$ cat src/rtl/sha256_param_engine.sv
// SHA-256 engine hashing a run-time-length message held in word memory.
// Supports byte-granular padding, optional double hashing and 1/2/4 rounds per clock.
module sha256_param_engine #(
  parameter int unsigned MAX_BYTES        = 1024,
  parameter int unsigned ROUNDS_PER_CYCLE = 1
) (
  input  logic        clk,
  input  logic        reset_n,
  input  logic        start,
  input  logic        double_hash,
  input  logic [15:0] num_bytes,
  input  logic [15:0] message_addr,
  input  logic [15:0] output_addr,
  output logic        done,
  output logic        err,
  output logic        mem_clk,
  output logic        mem_we,
  output logic [15:0] mem_addr,
  output logic [31:0] mem_write_data,
  input  logic [31:0] mem_read_data
);
  localparam int unsigned CYCLES   = 64 / ROUNDS_PER_CYCLE;
  localparam logic [6:0]  LAST_RND = 7'(CYCLES - 1);

  localparam logic [31:0] IV [8] = '{
    32'h6a09e667, 32'hbb67ae85, 32'h3c6ef372, 32'ha54ff53a,
    32'h510e527f, 32'h9b05688c, 32'h1f83d9ab, 32'h5be0cd19};

  localparam logic [31:0] K [64] = '{
    32'h428a2f98, 32'h71374491, 32'hb5c0fbcf, 32'he9b5dba5, 32'h3956c25b, 32'h59f111f1, 32'h923f82a4, 32'hab1c5ed5,
    32'hd807aa98, 32'h12835b01, 32'h243185be, 32'h550c7dc3, 32'h72be5d74, 32'h80deb1fe, 32'h9bdc06a7, 32'hc19bf174,
    32'he49b69c1, 32'hefbe4786, 32'h0fc19dc6, 32'h240ca1cc, 32'h2de92c6f, 32'h4a7484aa, 32'h5cb0a9dc, 32'h76f988da,
    32'h983e5152, 32'ha831c66d, 32'hb00327c8, 32'hbf597fc7, 32'hc6e00bf3, 32'hd5a79147, 32'h06ca6351, 32'h14292967,
    32'h27b70a85, 32'h2e1b2138, 32'h4d2c6dfc, 32'h53380d13, 32'h650a7354, 32'h766a0abb, 32'h81c2c92e, 32'h92722c85,
    32'ha2bfe8a1, 32'ha81a664b, 32'hc24b8b70, 32'hc76c51a3, 32'hd192e819, 32'hd6990624, 32'hf40e3585, 32'h106aa070,
    32'h19a4c116, 32'h1e376c08, 32'h2748774c, 32'h34b0bcb5, 32'h391c0cb3, 32'h4ed8aa4a, 32'h5b9cca4f, 32'h682e6ff3,
    32'h748f82ee, 32'h78a5636f, 32'h84c87814, 32'h8cc70208, 32'h90befffa, 32'ha4506ceb, 32'hbef9a3f7, 32'hc67178f2};

  typedef enum logic [2:0] {IDLE, READ, BLOCK, COMPUTE, UPDATE, SECOND, WRITE} state_t;
  state_t state, state_d;

  logic [31:0] hv [8];
  logic [31:0] wv [8];
  logic [31:0] w [16];
  logic [31:0] wv_d [8];
  logic [31:0] w_d [16];
  logic [31:0] blk_buf [16];
  logic [6:0]  cnt;
  logic [10:0] blk, last_blk;
  logic [15:0] nbytes_q, msg_q, out_q;
  logic        dbl_q, second_q, too_big;
  logic [31:0] t1, t2, wn, rd_word;
  logic [5:0]  rnd_idx;
  logic [3:0]  rd_idx;
  logic [16:0] byte_base, blk_base, pad_off;

  function automatic logic [31:0] bsig0(input logic [31:0] x);
    return {x[1:0], x[31:2]} ^ {x[12:0], x[31:13]} ^ {x[21:0], x[31:22]};
  endfunction
  function automatic logic [31:0] bsig1(input logic [31:0] x);
    return {x[5:0], x[31:6]} ^ {x[10:0], x[31:11]} ^ {x[24:0], x[31:25]};
  endfunction
  function automatic logic [31:0] ssig0(input logic [31:0] x);
    return {x[6:0], x[31:7]} ^ {x[17:0], x[31:18]} ^ (x >> 3);
  endfunction
  function automatic logic [31:0] ssig1(input logic [31:0] x);
    return {x[16:0], x[31:17]} ^ {x[18:0], x[31:19]} ^ (x >> 10);
  endfunction

  assign too_big = 32'(num_bytes) > MAX_BYTES;
  assign mem_clk = clk;

  always_ff @(posedge clk or negedge reset_n) begin
    if (!reset_n) state <= IDLE;
    else          state <= state_d;
  end

  always_comb begin
    state_d = state;
    unique case (state)
      IDLE:    if (start && !too_big) state_d = READ;
      READ:    if (cnt == 7'd16) state_d = BLOCK;
      BLOCK:   state_d = COMPUTE;
      COMPUTE: if (cnt == LAST_RND) state_d = UPDATE;
      UPDATE: begin
        if (!second_q && blk != last_blk) state_d = READ;
        else if (dbl_q && !second_q)      state_d = SECOND;
        else                              state_d = WRITE;
      end
      SECOND:  state_d = COMPUTE;
      WRITE:   if (cnt == 7'd7) state_d = IDLE;
      default: state_d = IDLE;
    endcase
  end

  always_comb begin
    done           = (state == IDLE);
    mem_we         = (state == WRITE);
    mem_addr       = '0;
    mem_write_data = '0;
    if (state == READ && cnt < 7'd16)
      mem_addr = msg_q + {1'b0, blk, 4'b0000} + {12'b0, cnt[3:0]};
    else if (state == WRITE) begin
      mem_addr       = out_q + {13'b0, cnt[2:0]};
      mem_write_data = hv[cnt[2:0]];
    end
  end

  // Bytes at or beyond the message end are zeroed as each word arrives.
  always_comb begin
    rd_idx    = 4'(cnt - 7'd1);
    byte_base = {blk, rd_idx, 2'b00};
    rd_word   = '0;
    for (int unsigned j = 0; j < 4; j++)
      if (byte_base + 17'(j) < {1'b0, nbytes_q})
        rd_word[31-8*j -: 8] = mem_read_data[31-8*j -: 8];
  end

  always_comb begin
    blk_buf  = w;
    blk_base = {blk, 6'b000000};
    pad_off  = {1'b0, nbytes_q} - blk_base;
    if ({1'b0, nbytes_q} >= blk_base && pad_off < 17'd64)
      blk_buf[pad_off[5:2]] = blk_buf[pad_off[5:2]] | (32'h8000_0000 >> {pad_off[1:0], 3'b000});
    if (blk == last_blk) begin
      blk_buf[14] = '0;
      blk_buf[15] = {13'b0, nbytes_q, 3'b000};
    end
  end

  // w[0] always holds W[t]; the window shifts one word per round.
  always_comb begin
    wv_d    = wv;
    w_d     = w;
    t1      = '0;
    t2      = '0;
    wn      = '0;
    rnd_idx = '0;
    for (int unsigned r = 0; r < ROUNDS_PER_CYCLE; r++) begin
      rnd_idx = 6'(32'(cnt) * ROUNDS_PER_CYCLE + r);
      t1 = wv_d[7] + bsig1(wv_d[4]) + ((wv_d[4] & wv_d[5]) ^ (~wv_d[4] & wv_d[6]))
         + K[rnd_idx] + w_d[0];
      t2 = bsig0(wv_d[0]) + ((wv_d[0] & wv_d[1]) ^ (wv_d[0] & wv_d[2]) ^ (wv_d[1] & wv_d[2]));
      wv_d[7] = wv_d[6];
      wv_d[6] = wv_d[5];
      wv_d[5] = wv_d[4];
      wv_d[4] = wv_d[3] + t1;
      wv_d[3] = wv_d[2];
      wv_d[2] = wv_d[1];
      wv_d[1] = wv_d[0];
      wv_d[0] = t1 + t2;
      wn = ssig1(w_d[14]) + w_d[9] + ssig0(w_d[1]) + w_d[0];
      for (int unsigned i = 0; i < 15; i++) w_d[i] = w_d[i+1];
      w_d[15] = wn;
    end
  end

  always_ff @(posedge clk or negedge reset_n) begin
    if (!reset_n) begin
      cnt      <= '0;
      blk      <= '0;
      last_blk <= '0;
      nbytes_q <= '0;
      msg_q    <= '0;
      out_q    <= '0;
      dbl_q    <= 1'b0;
      second_q <= 1'b0;
      err      <= 1'b0;
      for (int unsigned i = 0; i < 8; i++) begin
        hv[i] <= '0;
        wv[i] <= '0;
      end
      for (int unsigned i = 0; i < 16; i++) w[i] <= '0;
    end else begin
      err <= (state == IDLE) && start && too_big;
      cnt <= (state_d != state) ? '0 : cnt + 7'd1;
      unique case (state)
        IDLE: if (start && !too_big) begin
          nbytes_q <= num_bytes;
          msg_q    <= message_addr;
          out_q    <= output_addr;
          dbl_q    <= double_hash;
          second_q <= 1'b0;
          blk      <= '0;
          last_blk <= 11'((17'(num_bytes) + 17'd8) >> 6);
          hv       <= IV;
        end
        READ:    if (cnt != '0) w[rd_idx] <= rd_word;
        BLOCK: begin
          w  <= blk_buf;
          wv <= hv;
        end
        COMPUTE: begin
          w  <= w_d;
          wv <= wv_d;
        end
        UPDATE: begin
          for (int unsigned i = 0; i < 8; i++) hv[i] <= hv[i] + wv[i];
          if (state_d == READ) blk <= blk + 11'd1;
        end
        SECOND: begin
          for (int unsigned i = 0; i < 8; i++) w[i] <= hv[i];
          w[8] <= 32'h8000_0000;
          for (int unsigned i = 9; i < 15; i++) w[i] <= '0;
          w[15]    <= 32'h0000_0100;
          hv       <= IV;
          wv       <= IV;
          second_q <= 1'b1;
        end
        default: ;
      endcase
    end
  end
endmodule
$ cat config.mk
export PLATFORM = sky130hd
export DESIGN_NAME = sha256_param_engine
export DESIGN_NICKNAME = d
export VERILOG_FILES = /design/src/rtl/sha256_param_engine.sv
export SDC_FILE = /design/constraint.sdc
export NUM_CORES = 2
export LEC_CHECK = 0
export ABC_AREA = 1
export CAP_MARGIN = 10
export CELL_PAD_IN_SITES_DETAIL_PLACEMENT = 0
export CELL_PAD_IN_SITES_GLOBAL_PLACEMENT = 2
export CORE_ASPECT_RATIO = 0.5
export CORE_MARGIN = 5
export CORE_UTILIZATION = 38
export CTS_CLUSTER_DIAMETER = 60
export CTS_CLUSTER_SIZE = 20
export DETAILED_ROUTE_END_ITERATION = 8
export PLACE_DENSITY = 0.88
export SYNTH_ARGS = -nofsm -noshare
export SYNTH_HDL_FRONTEND = slang
export SYNTH_SLANG_ARGS = --single-unit
export TNS_END_PERCENT = 100
$ cat constraint.sdc
create_clock -name clk -period 10.2 [get_ports clk]
set_clock_uncertainty 0.05 [all_clocks]
set_input_delay 1.02 -clock clk [delete_from_list [all_inputs] [get_ports clk]]
set_output_delay 1.02 -clock clk [all_outputs]
set_load 0.05 [all_outputs]
==> run metrics <==
largest net degree at the start of global routing=~160; max frequency=roughly 110 MHz; first-pass GRT wire length=755500 µm; post-DP HPWL=around 430000 µm; Syn Nets=between 10000 and 15000; cts hold-fix bufs=0; total track usage=between 40% and 50%; number of core rows=126; Starting Density=38.29%; global route total overflow=0; CTS clock-pin slew for the worst setup and hold paths=about 80 ps; top-level I/O count=roughly 140; Mapped Area=slightly above 90000 µm²; worst reg2reg path depth=36; worst r2r src=cnt[1]$_DFF_PN0_; initial antenna violation count=58; GP Congestion=1.071; Final Max Slew Viols=0; Worst Path Arrival=~9400 ps; drt pass-1 iters=9; area of the multi-input gates=around 54000 µm²; Synth top area share=30.60%; Worst Tran Pin Value=roughly 1500 ps; Die W=700.3 µm; FF+latch area=~28000 µm²; Primary FF master, synth=dfrtp_1; Die Footprint=roughly 250000 µm²; leading post-synthesis cells by cell area=dfrtp_1, nand2_1, o21ai_0; Setup Buffers After CTS=0; CTS resizes=0; largest incremental delay on the critical path=800 ps; setup TNS=0 ps; area delta synth->final=9.803%; port buffer count=approximately 140; share of cells above drive strength 1=under 10%; non-filler instance count after layout=roughly 16000; fillcell total=24870; FF+latch count, synth=about 1100; vias post-DR=around 100000; Worst path top cell family by delay=compound AO/OA/AOI/OAI gates; Ys Warns=0; Hold Violations, Final=12; Final period util=a little under nine tenths; area leader, netlist=dfrtp_1; CP max-delay cell=dfrtp_1; CTS tree=built; flop2flop setup slack=1450 ps; cell repeated most along the worst path=inv_1; register area share after synthesis=30.60%; Post-Route WL=roughly 550000 µm; # placed instances=between 15000 and 20000; Yosys cell types=64; Via density=about 6.3; minimum period implied by the final worst setup slack=8755 ps; Worst Path Max Fanout=16; Syn Inst Count=about 13000; Die Span Y=around 360 µm; failing checks=hold timing, capacitance limit; Final setup viols=0; Async S/R FF share, synth=between 90% and 100%; vias in the first global route=~90000; worst hold-check slack=-68.63 ps; Core Footprint=about 240000 µm²; crit path launch type=flip-flop; Net count, final=around 13000; WP buf/inv=8; Remaining DRCs=0; WL per Instance=34.86 µm; RSZ-0062 raised after global routing=false; Clock Latency Late Sink=slightly above 900 ps; reg-to-reg endpoint=wv[250]$_DFFE_PN0N_; kind of critical path=flip-flop to flip-flop; Required @ worst endpoint=between 10000 and 15000 ps; DRT iter0 DRCs=15190; CP Capture Type=flip-flop; max_cap viols=1; worst hold path class=primary input to asynchronous set/reset pin; syn_area_per_cell=roughly 7.1 µm²; Max-slew headroom=0.8583%; status=complete, but fails checks; EDFF count, synth=0; Routed Antenna Nets=0
## cell usage after synthesis (50+ instances only)
cell type and n:
o2111ai_1 63, nand3_1 496, a21o_1 63, xor2_1 204
o22ai_1 129, nand2_1 2988, a22oi_1 196, clkbuf_1 584
xnor2_1 176, ha_1 439, o221ai_1 109, a21oi_1 1049
nand4_1 121, fa_1 198, o21ai_0 1363, nor3_1 105
a221oi_1 270, inv_1 1700, o211ai_1 53, o21a_1 50
o21bai_1 79, dfrtp_1 1107, buf_2 66, nor2_1 792
## worst register-to-register path, delay by kind of cell (launching register included)
kind,cells,cell delay [ps]
flops,1,800
xor+xnor,1,250
simple gates,11,1490
compound gates,11,2400
buf+inv,8,1470
fa+ha+maj,5,2110
## cells in the final DEF (no fill, tap or decap), types with 24 or more instances in the layout
cell	n
o21a_1	50
xor2_1	204
xnor2_1	176
fa_1	198
buf_4	238
ha_1	439
o211ai_1	53
o21bai_1	79
nand2_1	2988
clkbuf_16	111
inv_2	24
or2_2	37
a31oi_1	49
nor3_1	104
a22oi_1	196
dfrtp_1	1105
a21o_1	63
a21oi_1	1049
inv_1	1698
nand4_1	121
nor2_1	786
o21ai_0	1363
o22ai_1	129
clkdlybuf4s50_1	134
a221oi_1	270
diode_2	50
o221ai_1	109
a21boi_0	27
nand3_1	491
o2111ai_1	63
a41oi_1	32
## through the flow
stage                     worst slack [ps]  util, %  cell area (µm²)
after floorplan                       3181        -            90540
after global placement                1612    40.27            95230
after detailed placement              1651    40.27            95240
after CTS                             1644    41.98            99280
after global routing                 839.4    41.99            99300
final                                 1445    42.04            99420
## routing by layer
metal	track usage [%]	vias up	part of all wire [%]
met5	0	-	0.039
met4	21.19	26	5.9
met3	19.85	1176	15
met2	57.57	6429	38
met1	57.81	49140	41
li1	-	42830	-
## cell type report
cell class	instances	share of cell area, %
multi-input combinational	9298	54.01
sequential	1107	27.87
inverter	1732	6.576
tap	3136	3.947
timing repair buffer	385	3.393
clock buffer	121	2.898
clock inverter	86	1.178
antenna	50	0.1259
## cells by family after synthesis
group | after synthesis | share of synthesized area (%)
and+or+nand+nor | 4609 | 20.67
AOI/OAI and AO/OA | 3650 | 24.14
buffers and inverters | 2432 | 10.22
DFF | 1107 | 30.60
adders and majority gates | 637 | 10.44
xor gates and xnor gates | 380 | 3.676
muxes | 22 | 0.2432
## worst max-delay path by stage
| stage | slack [ps] | cells past startpoint | endpoint | start |
|---|---|---|---|---|
| final | 1450 | 36 | wv[250]$_DFFE_PN0N_ | cnt[1]$_DFF_PN0_ |
| after global routing | 840 | 37 | wv[253]$_DFFE_PN0N_ | cnt[1]$_DFF_PN0_ |
| after CTS | 1640 | 36 | wv[250]$_DFFE_PN0N_ | cnt[1]$_DFF_PN0_ |
| after detailed placement | 1650 | 36 | wv[250]$_DFFE_PN0N_ | cnt[1]$_DFF_PN0_ |
| after global placement | 1610 | 41 | wv[255]$_DFFE_PN0N_ | cnt[1]$_DFF_PN0_ |
| after floorplan | 3180 | 38 | wv[254]$_DFFE_PN0N_ | cnt[0]$_DFF_PN0_ |
Power is left out: the tool's default activity adds up to more than one toggle a clock period on the data nets, which glitch-free logic cannot reach.
